**src/rtl/id_ex_stage_if.sv**
```systemverilog
// Bundle of decode, register-file, write-back and execute-side signals around the ID/EX stage.
// master = surrounding pipeline, slave = id_ex_stage.
interface id_ex_stage_if #(
    parameter int XLEN   = 32,
    parameter int CTRL_W = 12
);
    logic              id_valid;
    logic              id_ready;
    logic [XLEN-1:0]   id_pc;
    logic [4:0]        id_rs1;
    logic [4:0]        id_rs2;
    logic              id_rs1_used;
    logic              id_rs2_used;
    logic [4:0]        id_rd;
    logic [XLEN-1:0]   id_imm;
    logic [CTRL_W-1:0] id_ctrl;
    logic [XLEN-1:0]   rf_rdata1;
    logic [XLEN-1:0]   rf_rdata2;
    logic              wb_we;
    logic [4:0]        wb_rd;
    logic [XLEN-1:0]   wb_wdata;
    logic              ex_ready;
    logic              flush;
    logic              ex_valid;
    logic [XLEN-1:0]   ex_pc;
    logic [XLEN-1:0]   ex_imm;
    logic [4:0]        ex_rs1;
    logic [4:0]        ex_rs2;
    logic [4:0]        ex_rd;
    logic [CTRL_W-1:0] ex_ctrl;
    logic [XLEN-1:0]   ex_rs1_data;
    logic [XLEN-1:0]   ex_rs2_data;
    logic              load_use_stall;

    // Handshakes: decode->stage transfers on an edge where id_valid && id_ready;
    // stage->execute advances on an edge where ex_ready is high (ex_valid marks a real entry).
    modport master (
        output id_valid, id_pc, id_rs1, id_rs2, id_rs1_used, id_rs2_used, id_rd,
               id_imm, id_ctrl, rf_rdata1, rf_rdata2, wb_we, wb_rd, wb_wdata,
               ex_ready, flush,
        input  id_ready, ex_valid, ex_pc, ex_imm, ex_rs1, ex_rs2, ex_rd, ex_ctrl,
               ex_rs1_data, ex_rs2_data, load_use_stall
    );

    modport slave (
        input  id_valid, id_pc, id_rs1, id_rs2, id_rs1_used, id_rs2_used, id_rd,
               id_imm, id_ctrl, rf_rdata1, rf_rdata2, wb_we, wb_rd, wb_wdata,
               ex_ready, flush,
        output id_ready, ex_valid, ex_pc, ex_imm, ex_rs1, ex_rs2, ex_rd, ex_ctrl,
               ex_rs1_data, ex_rs2_data, load_use_stall
    );
endinterface

```
**src/rtl/id_ex_stage.sv**
```systemverilog
// ID/EX pipeline register with load-use bubble insertion, hold and flush.
// Optional macro WB_BYPASS_EN forwards same-cycle write-back data into captured/held operands.
module id_ex_stage #(
    parameter int XLEN     = 32,
    parameter int CTRL_W   = 12,
    parameter int LOAD_BIT = 0
) (
    input  logic          clk,
    input  logic          rst,
    id_ex_stage_if.slave  bus
);

    logic              r_valid;
    logic [XLEN-1:0]   r_pc;
    logic [XLEN-1:0]   r_imm;
    logic [4:0]        r_rs1;
    logic [4:0]        r_rs2;
    logic [4:0]        r_rd;
    logic [CTRL_W-1:0] r_ctrl;
    logic [XLEN-1:0]   r_d1;
    logic [XLEN-1:0]   r_d2;

    logic              w_dep1;
    logic              w_dep2;
    logic              w_hazard;
    logic [XLEN-1:0]   w_cap1;
    logic [XLEN-1:0]   w_cap2;
    logic              w_ref1;
    logic              w_ref2;

    assign w_dep1   = bus.id_rs1_used && (bus.id_rs1 == r_rd);
    assign w_dep2   = bus.id_rs2_used && (bus.id_rs2 == r_rd);
    assign w_hazard = bus.id_valid && r_valid && r_ctrl[LOAD_BIT] && (r_rd != 5'd0)
                      && (w_dep1 || w_dep2);

`ifdef WB_BYPASS_EN
    // The register file does not forward its own same-edge write, so do it here.
    assign w_cap1 = (bus.id_rs1 == 5'd0) ? {XLEN{1'b0}} :
                    (bus.wb_we && (bus.wb_rd != 5'd0) && (bus.wb_rd == bus.id_rs1)) ?
                    bus.wb_wdata : bus.rf_rdata1;
    assign w_cap2 = (bus.id_rs2 == 5'd0) ? {XLEN{1'b0}} :
                    (bus.wb_we && (bus.wb_rd != 5'd0) && (bus.wb_rd == bus.id_rs2)) ?
                    bus.wb_wdata : bus.rf_rdata2;
    assign w_ref1 = r_valid && bus.wb_we && (bus.wb_rd != 5'd0) && (bus.wb_rd == r_rs1);
    assign w_ref2 = r_valid && bus.wb_we && (bus.wb_rd != 5'd0) && (bus.wb_rd == r_rs2);
`else
    assign w_cap1 = (bus.id_rs1 == 5'd0) ? {XLEN{1'b0}} : bus.rf_rdata1;
    assign w_cap2 = (bus.id_rs2 == 5'd0) ? {XLEN{1'b0}} : bus.rf_rdata2;
    assign w_ref1 = 1'b0;
    assign w_ref2 = 1'b0;
`endif

    always_ff @(posedge clk) begin
        if (rst) begin
            r_valid <= 1'b0;
            r_pc    <= '0;
            r_imm   <= '0;
            r_rs1   <= '0;
            r_rs2   <= '0;
            r_rd    <= '0;
            r_ctrl  <= '0;
            r_d1    <= '0;
            r_d2    <= '0;
        end else if (bus.flush) begin
            r_valid <= 1'b0;
            r_ctrl  <= '0;
        end else if (!bus.ex_ready) begin
            if (w_ref1) r_d1 <= bus.wb_wdata;
            if (w_ref2) r_d2 <= bus.wb_wdata;
        end else if (w_hazard) begin
            // The load moves on; the stalled instruction is taken next edge.
            r_valid <= 1'b0;
            r_ctrl  <= '0;
            r_rd    <= '0;
            if (w_ref1) r_d1 <= bus.wb_wdata;
            if (w_ref2) r_d2 <= bus.wb_wdata;
        end else if (bus.id_valid) begin
            r_valid <= 1'b1;
            r_pc    <= bus.id_pc;
            r_imm   <= bus.id_imm;
            r_rs1   <= bus.id_rs1;
            r_rs2   <= bus.id_rs2;
            r_rd    <= bus.id_rd;
            r_ctrl  <= bus.id_ctrl;
            r_d1    <= w_cap1;
            r_d2    <= w_cap2;
        end else begin
            r_valid <= 1'b0;
            r_ctrl  <= '0;
            r_rd    <= '0;
        end
    end

    assign bus.id_ready       = bus.ex_ready && !w_hazard && !bus.flush;
    assign bus.load_use_stall = w_hazard;
    assign bus.ex_valid       = r_valid;
    assign bus.ex_pc          = r_pc;
    assign bus.ex_imm         = r_imm;
    assign bus.ex_rs1         = r_rs1;
    assign bus.ex_rs2         = r_rs2;
    assign bus.ex_rd          = r_rd;
    assign bus.ex_ctrl        = r_ctrl;
    assign bus.ex_rs1_data    = r_d1;
    assign bus.ex_rs2_data    = r_d2;

endmodule
```
**src/flat_wrapper.sv**
```systemverilog
// flat-port wrapper written by rule: the top's interface ports become plain ports
module id_ex_stage_flat 
#(
    parameter int XLEN     = 32,
    parameter int CTRL_W   = 12,
    parameter int LOAD_BIT = 0
)
  (clk, rst, bus_id_valid, bus_id_pc, bus_id_rs1, bus_id_rs2, bus_id_rs1_used, bus_id_rs2_used, bus_id_rd, bus_id_imm, bus_id_ctrl, bus_rf_rdata1, bus_rf_rdata2, bus_wb_we, bus_wb_rd, bus_wb_wdata, bus_ex_ready, bus_flush, bus_id_ready, bus_ex_valid, bus_ex_pc, bus_ex_imm, bus_ex_rs1, bus_ex_rs2, bus_ex_rd, bus_ex_ctrl, bus_ex_rs1_data, bus_ex_rs2_data, bus_load_use_stall);
  id_ex_stage_if #(.XLEN(XLEN), .CTRL_W(CTRL_W)) bus_i ();
  input  logic clk;
  input  logic rst;
  input wire logic [$bits(bus_i.id_valid)-1:0] bus_id_valid;
  input wire logic [$bits(bus_i.id_pc)-1:0] bus_id_pc;
  input wire logic [$bits(bus_i.id_rs1)-1:0] bus_id_rs1;
  input wire logic [$bits(bus_i.id_rs2)-1:0] bus_id_rs2;
  input wire logic [$bits(bus_i.id_rs1_used)-1:0] bus_id_rs1_used;
  input wire logic [$bits(bus_i.id_rs2_used)-1:0] bus_id_rs2_used;
  input wire logic [$bits(bus_i.id_rd)-1:0] bus_id_rd;
  input wire logic [$bits(bus_i.id_imm)-1:0] bus_id_imm;
  input wire logic [$bits(bus_i.id_ctrl)-1:0] bus_id_ctrl;
  input wire logic [$bits(bus_i.rf_rdata1)-1:0] bus_rf_rdata1;
  input wire logic [$bits(bus_i.rf_rdata2)-1:0] bus_rf_rdata2;
  input wire logic [$bits(bus_i.wb_we)-1:0] bus_wb_we;
  input wire logic [$bits(bus_i.wb_rd)-1:0] bus_wb_rd;
  input wire logic [$bits(bus_i.wb_wdata)-1:0] bus_wb_wdata;
  input wire logic [$bits(bus_i.ex_ready)-1:0] bus_ex_ready;
  input wire logic [$bits(bus_i.flush)-1:0] bus_flush;
  output wire logic [$bits(bus_i.id_ready)-1:0] bus_id_ready;
  output wire logic [$bits(bus_i.ex_valid)-1:0] bus_ex_valid;
  output wire logic [$bits(bus_i.ex_pc)-1:0] bus_ex_pc;
  output wire logic [$bits(bus_i.ex_imm)-1:0] bus_ex_imm;
  output wire logic [$bits(bus_i.ex_rs1)-1:0] bus_ex_rs1;
  output wire logic [$bits(bus_i.ex_rs2)-1:0] bus_ex_rs2;
  output wire logic [$bits(bus_i.ex_rd)-1:0] bus_ex_rd;
  output wire logic [$bits(bus_i.ex_ctrl)-1:0] bus_ex_ctrl;
  output wire logic [$bits(bus_i.ex_rs1_data)-1:0] bus_ex_rs1_data;
  output wire logic [$bits(bus_i.ex_rs2_data)-1:0] bus_ex_rs2_data;
  output wire logic [$bits(bus_i.load_use_stall)-1:0] bus_load_use_stall;
  assign bus_i.id_valid = bus_id_valid;
  assign bus_i.id_pc = bus_id_pc;
  assign bus_i.id_rs1 = bus_id_rs1;
  assign bus_i.id_rs2 = bus_id_rs2;
  assign bus_i.id_rs1_used = bus_id_rs1_used;
  assign bus_i.id_rs2_used = bus_id_rs2_used;
  assign bus_i.id_rd = bus_id_rd;
  assign bus_i.id_imm = bus_id_imm;
  assign bus_i.id_ctrl = bus_id_ctrl;
  assign bus_i.rf_rdata1 = bus_rf_rdata1;
  assign bus_i.rf_rdata2 = bus_rf_rdata2;
  assign bus_i.wb_we = bus_wb_we;
  assign bus_i.wb_rd = bus_wb_rd;
  assign bus_i.wb_wdata = bus_wb_wdata;
  assign bus_i.ex_ready = bus_ex_ready;
  assign bus_i.flush = bus_flush;
  assign bus_id_ready = bus_i.id_ready;
  assign bus_ex_valid = bus_i.ex_valid;
  assign bus_ex_pc = bus_i.ex_pc;
  assign bus_ex_imm = bus_i.ex_imm;
  assign bus_ex_rs1 = bus_i.ex_rs1;
  assign bus_ex_rs2 = bus_i.ex_rs2;
  assign bus_ex_rd = bus_i.ex_rd;
  assign bus_ex_ctrl = bus_i.ex_ctrl;
  assign bus_ex_rs1_data = bus_i.ex_rs1_data;
  assign bus_ex_rs2_data = bus_i.ex_rs2_data;
  assign bus_load_use_stall = bus_i.load_use_stall;
  id_ex_stage #(.XLEN(XLEN), .CTRL_W(CTRL_W), .LOAD_BIT(LOAD_BIT)) u_core (.clk(clk), .rst(rst), .bus(bus_i));
endmodule
```
**config.mk**
```make
export PLATFORM = sky130hd
export DESIGN_NAME = id_ex_stage_flat
export DESIGN_NICKNAME = d
export VERILOG_FILES = /design/src/rtl/id_ex_stage_if.sv /design/src/rtl/id_ex_stage.sv /design/src/flat_wrapper.sv
export SDC_FILE = /design/constraint.sdc
export NUM_CORES = 1
export LEC_CHECK = 0
export BUFFER_PORTS_ARGS = -buffer_cell sky130_fd_sc_hd__clkbuf_2
export CAP_MARGIN = 20
export CORE_MARGIN = 1
export CORE_UTILIZATION = 27
export CTS_CLUSTER_SIZE = 8
export DETAILED_ROUTE_END_ITERATION = 8
export PLACE_DENSITY_LB_ADDON = 0.05
export SLEW_MARGIN = 20
export SYNTH_ARGS = -nofsm -noshare
export SYNTH_HDL_FRONTEND = slang
export SYNTH_SLANG_ARGS = --single-unit
```
**constraint.sdc**
```tcl
create_clock -name clk -period 1.8 [get_ports clk]
set_input_delay 0.09 -clock clk [delete_from_list [all_inputs] [get_ports clk]]
set_output_delay 0.09 -clock clk [all_outputs]
set_load 0.02 [all_outputs]
```
==> metrics, run 1 <==
status complete, but fails checks; failing checks negative setup slack; synthesized area per cell 9.30 um^2; pin count of the biggest net entering global routing 46; clk_skew 0.0147 ns; routability cong. 0.709; worst stage delay on the critical path 0.55 ns; Final Cell Area 11,100 um^2; vias in the first global route about 6,600; GRT overflow 0; top cell type by total area after synthesis dfxtp_1; Final min period roughly 2.1 ns; worst slew pin tran roughly 0.40 ns; CTS tree yes; Port Buffers 319; Die Wd 154 um; CTS Root Cell clkbuf_16; Hold Violations, Final 0; Nets 1,378; worst path arrival time 2.04 ns; met3 GRT Util 0.0555; Slew HR 0.736; Overall Global Routing Usage 0.184; CTS H-tree depth 4; clock slew at reported path FFs 0.07 ns; Top Family by Delay on Critical Path simple AND/OR/NAND/NOR gates; Crit Path Max Fanout 4; DP Worst Slack -0.209 ns; via-per-instance ratio approximately 4.3; number of synthesized register bits 156; DP HPWL ~14 mm; syn nets just under 900; Max VDD drop 0.441 mV; initial antenna violation count 1; Yosys cell types 28; share of post-route cells with drive strength above 1 0.362; Power Density 776 nW/um^2; DP Area ~8500 um^2; Worst Setup Path Type reg -> out; die span in y 154 um; GR Util met1 0.216; fin crit share 1.18; worst path required time 1.71 ns; via count 6,311; final setup margin -0.333 ns; Max Fclk 0.469 GHz; FILL cells 2,171; routed len/inst 14.7 um; Sink Count 156; grt peak-use layer met2; Pre-antenna DRT Iters 4; # rows 55; area of the core 22,700 um^2; largest cells by area after synthesis dfxtp_1 (50%), mux2i_1 (22%), nand2_1 (17%), clkbuf_1 (1.9%), buf_8 (1.7%); number of CTS-inserted buffers 17; RSZ-0062 raised after global routing yes; die area ~24,000 um^2; hold crit path type in -> reg; synthesized area roughly 6300 um^2; multi-input logic area 2890 um^2; I/O pins 358; total number of yosys warnings 0; sequential element share of the synthesized area 0.499; post-route ant nets 0; Starting DRT DRC Count roughly 200; Post-Route WL 21.7 mm; clk buf depth 2; FF/Latch Area roughly 3100 um^2; count of final max-slew check failures 0; M2 GR Usage 0.316; Worst-Skew Late Latency 0.43 ns; leakage around 5.0 nW; Critical path buffers and inverters 2; final setup violation count 154; first-pass GRT wire length 34.3 mm; CP startpoint kind flip-flop; DRC 0; Worst Setup End Kind output pin; Post-Syn Instances 673; area grow syn2layout 77.7%; CP max-delay cell or4_4; hold slack between 0.03 and 0.04 ns; initial core utilization 0.276; crit path cell chain or4_4 > o2111ai_4 > buf_6 > nor2_4 > nor2b_1 > buf_4; top-area cell type share of the netlist area 0.499; Max Cap Viol 0
final timing paths:
kind / end / from / slack (ns) / cells past startpoint
max reg2reg: u_core.bus.ex_imm[8]$_SDFFE_PP0P_ / u_core.bus.ex_rd[0]$_SDFFE_PP0P_ / -0.32 / 7
min reg2reg: u_core.bus.ex_imm[6]$_SDFFE_PP0P_ / u_core.bus.ex_imm[6]$_SDFFE_PP0P_ / 0.46 / 2
max: bus_id_ready / u_core.bus.ex_rd[0]$_SDFFE_PP0P_ / -0.33 / 6
min: u_core.bus.ex_valid$_SDFFE_PP0P_ / bus_ex_ready / 0.03 / 3
sequential cells by signal, summed over array words and instances (netlist names):
name / count
u_core.bus.ex_rd: 5
u_core.bus.ex_rs2_data: 32
u_core.bus.ex_rs2: 5
u_core.bus.ex_imm: 32
u_core.bus.ex_valid: 1
u_core.bus.ex_ctrl: 12
u_core.bus.ex_rs1_data: 32
u_core.bus.ex_pc: 32
u_core.bus.ex_rs1: 5
metal layers:
metal	routed length, um	part of all wire
met1	9480	0.44
met2	10500	0.48
met3	1340	0.061
met4	426	0.020
met5	0	0
where the power goes:
part | internal [mW] | leakage [nW] | switching (mW)
Sequential | 3.57 | 1.27 | 0.0642
Combinational | 0.726 | 3.48 | 0.643
Clock | 1.96 | 0.287 | 1.67
cells in the mapped netlist:
library cell	n
buf_4	8
nor3b_1	5
a21oi_1	2
nand2b_1	1
clkbuf_1	31
o2111ai_2	1
nor2_1	4
buf_8	7
nor2b_1	2
inv_2	1
nor3_1	3
dfxtp_1	156
a32oi_1	1
or4_1	1
o211ai_1	1
a21boi_0	1
o211a_1	1
mux2i_1	138
o2111a_1	1
a31o_1	5
xnor2_1	2
and2_0	1
nor4_1	2
buf_6	1
nand2_1	276
xor2_1	8
buf_2	1
a22o_1	12
tightest hold or removal path, delay by kind of cell:
kind            cells  cell delay (ns)
buf+inv             1             0.13
compound gates      2             0.18
timing repair:
action,4_1_cts,5_1_grt
gates cloned,13,2
setup endpoints to repair,157,157
resized for setup,45,15
pin swaps,4,9
setup buffers,14,6
hold endpoints to repair,149,0
hold buffers,149,0
stage by stage:
| stage | power [mW] | util | TNS (ns) | std cells |
|---|---|---|---|---|
| floorplan | 4.23 | - | -11.34 | 673 |
| global placement | 4.71 | 0.372 | -17.10 | 1273 |
| detailed placement | 4.70 | 0.372 | -20.02 | 1273 |
| CTS | 8.76 | 0.493 | -37.15 | 1480 |
| global route | 9.02 | 0.490 | -46.47 | 1477 |
| finish | 8.63 | 0.490 | -34.85 | 1477 |
final cells by class:
cell class,instances,area share
antenna,1,0.000225
clock inverter,15,0.0143
clock buffer,17,0.0382
multi-input combinational,468,0.260
timing repair buffer,534,0.373
tap,285,0.0321
sequential,156,0.282
inverter,1,0.000787
cell usage in the layout (no fill, tap or decap), drive strengths merged, types with 2 or more instances in the layout:
cell type    synthesis  layout
dlygate4sd3          0     149
nor2                 4       4
nor4                 2       2
nor2b                2       2
a31o                 5       5
nand2              276     276
buf                 17      66
clkbuf              31     336
nor3                 3       3
mux2i              138     138
xnor2                2       2
a22o                12      12
nor3b                5       5
xor2                 8       8
a21oi                2       2
dfxtp              156     156
clkinv               0       6
inv                  1       8
kinds of logic (layout without fill, tap and decap cells):
logic type                after synthesis  count (layout)  share of synthesized area
xor gates and xnor gates               10              10                     0.0140
buffers and inverters                  49             567                     0.0482
DFF                                   156             156                      0.499
muxes                                 138             138                      0.221
other                                   0               1                          0
and+or+nand+nor                       295             295                      0.183
AOI/OAI and AO/OA                      25              25                     0.0350
Note: power is estimated with default switching activity, not from simulation.
==> run 2: changes to the inputs <==
--- a/config.mk
+++ b/config.mk
@@ -7,10 +7,10 @@
 export LEC_CHECK = 0
 export BUFFER_PORTS_ARGS = -buffer_cell sky130_fd_sc_hd__clkbuf_2
 export CAP_MARGIN = 20
-export CORE_MARGIN = 1
-export CORE_UTILIZATION = 27
+export CORE_AREA = 2 2 140 142
 export CTS_CLUSTER_SIZE = 8
 export DETAILED_ROUTE_END_ITERATION = 8
+export DIE_AREA = 0 0 142 144
 export PLACE_DENSITY_LB_ADDON = 0.05
 export SLEW_MARGIN = 20
 export SYNTH_ARGS = -nofsm -noshare
==> metrics, run 2 (synthesis results as in run 1) <==
Max Cap Viol 0; final setup violation count 157; Reg2Reg Setup Slack -0.30 ns; Final min period 2.10 ns; Die Wd 142 um; die area 20,400 um^2; RSZ-0062 raised after global routing yes; Max VDD drop 0.640 mV; Worst Setup Path Type reg -> reg; I/O pins 358; hold crit path type in -> reg; worst path required time 2.14 ns; Worst R2R End u_core.bus.ex_rs2_data[11]$_SDFFE_PP0P_; Nets 1,373; fin crit share 1.17; die span in y 144 um; Slew HR 0.725; Hold Startpoint bus_id_valid; most frequent cells in the layout clkbuf_2 (317), nand2_1 (276), dlygate4sd3_1 (152), dfxtp_1 (151), mux2i_1 (138); final setup margin -0.300 ns; Hold Path End u_core.bus.ex_valid$_SDFFE_PP0P_; Worst Setup End Kind flip-flop; Hold Violations, Final 0; Port Buffers 319; Sink Count 156; initial core utilization 0.328; Overall Global Routing Usage 0.191; initial antenna violation count 0; DRC 0; GRT overflow 0; commonest non-fill, non-tap cell in the layout clkbuf_2; Worst-Skew Late Latency 0.42 ns; r2r startpoint u_core.bus.ex_rd[3]$_SDFFE_PP0P_; CTS Root Cell clkbuf_16; FILL cells ~1,800; final core occ 0.561; failing checks negative setup slack; area grow syn2layout 71.0%; pin count of the biggest net entering global routing 51; worst slew pin tran 0.413 ns; Power Density 782 nW/um^2; Final Cell Area roughly 11,000 um^2; post-route ant nets 0; worst path arrival time 2.44 ns; via-per-instance ratio 4.40; status complete, but fails checks; # rows 51; clk buf depth 2; via count 6,259; number of CTS-inserted buffers 17; DP Area 8450 um^2; area of the core 19,100 um^2; vias in the first global route 6,218; CTS H-tree depth 4; clock slew at reported path FFs 0.07 ns; CP startpoint kind flip-flop; first-pass GRT wire length just over 30 mm; DP HPWL 13.7 mm; Post-Route WL 19.9 mm; count of final max-slew check failures 0; Max Fclk between 0.4 and 0.5 GHz; routability cong. just over 0.8; worst reg-to-reg path cell count 7; Crit Path Max Fanout 14; share of post-route cells with drive strength above 1 0.355; WHS Path Cells 3; CTS tree yes; clk_skew 0.00993 ns; leakage about 5 nW; routed len/inst 13.9 um; DP Worst Slack -0.152 ns; Pre-antenna DRT Iters 5; Starting DRT DRC Count 221
==> run 2: worst max path at each step <==
stage | startpoint | slack [ns] | cells after the start | end
finish | u_core.bus.ex_rd[3]$_SDFFE_PP0P_ | -0.30 | 7 | u_core.bus.ex_rs2_data[11]$_SDFFE_PP0P_
global route | u_core.bus.ex_rd[3]$_SDFFE_PP0P_ | -0.36 | 7 | u_core.bus.ex_pc[14]$_SDFFE_PP0P_
CTS | u_core.bus.ex_rd[3]$_SDFFE_PP0P_ | -0.29 | 6 | bus_id_ready
detailed placement | u_core.bus.ex_rd[3]$_SDFFE_PP0P_ | -0.15 | 7 | u_core.bus.ex_ctrl[7]$_SDFFE_PP0P_
global placement | u_core.bus.ex_rd[3]$_SDFFE_PP0P_ | -0.14 | 7 | u_core.bus.ex_ctrl[4]$_SDFFE_PP0P_
floorplan | u_core.bus.ex_rd[0]$_SDFFE_PP0P_ | -0.12 | 7 | u_core.bus.ex_imm[10]$_SDFFE_PP0P_
==> run 2: worst max-delay path: stages, from the launching register on <==
cell and delay, ns:
dfxtp_4 0.35, or4_4 0.54, o2111ai_4 0.23, buf_4 0.15, o211a_4 0.18, buf_12 0.17
buf_12 0.17, mux2i_1 0.22
==> run 2: through the flow <==
stage	total power, mW	setup TNS, ns	hold slack [ns]	cells
final	8.37	-36.04	0.0476	1424
after global placement	4.70	-11.23	0.308	1230
after floorplan	4.23	-11.34	0.223	673
after detailed placement	4.70	-14.60	0.310	1230
after CTS	8.48	-34.31	0.0163	1420
after global routing	8.75	-47.72	0.0428	1423
==> run 2: layout make-up <==
type                       instances  area [um^2]  share of cell area
tap                              238          298              0.0278
timing repair buffer             529         3820               0.357
clock buffer                      19          453              0.0423
antenna                            1         2.50            0.000234
clock inverter                    12          114              0.0106
multi-input combinational        468         2880               0.269
inverter                           1         8.76            0.000818
sequential                       156         3140               0.293
==> run 2: what timing repair did <==
action	CTS	global route
setup endpoints to repair	149	157
gates resized for setup	10	7
pin swaps	17	3
hold buffers	152	0
endpoints found under the hold margin	151	0
cloned	1	1
buffers inserted	6	2
==> run 2: power breakdown <==
| group | leakage, nW | internal [mW] | switching (mW) |
|---|---|---|---|
| sequential | 1.27 | 3.57 | 0.0630 |
| combinational | 3.36 | 0.666 | 0.610 |
| clock | 0.264 | 1.98 | 1.48 |
==> run 2: per-layer routing <==
metal	share of wire	GRT usage	wire length [um]
met5	0	0	0
met2	0.48	0.318	9490
met4	0.012	0.0637	242
met3	0.066	0.0579	1310
met1	0.44	0.235	8810
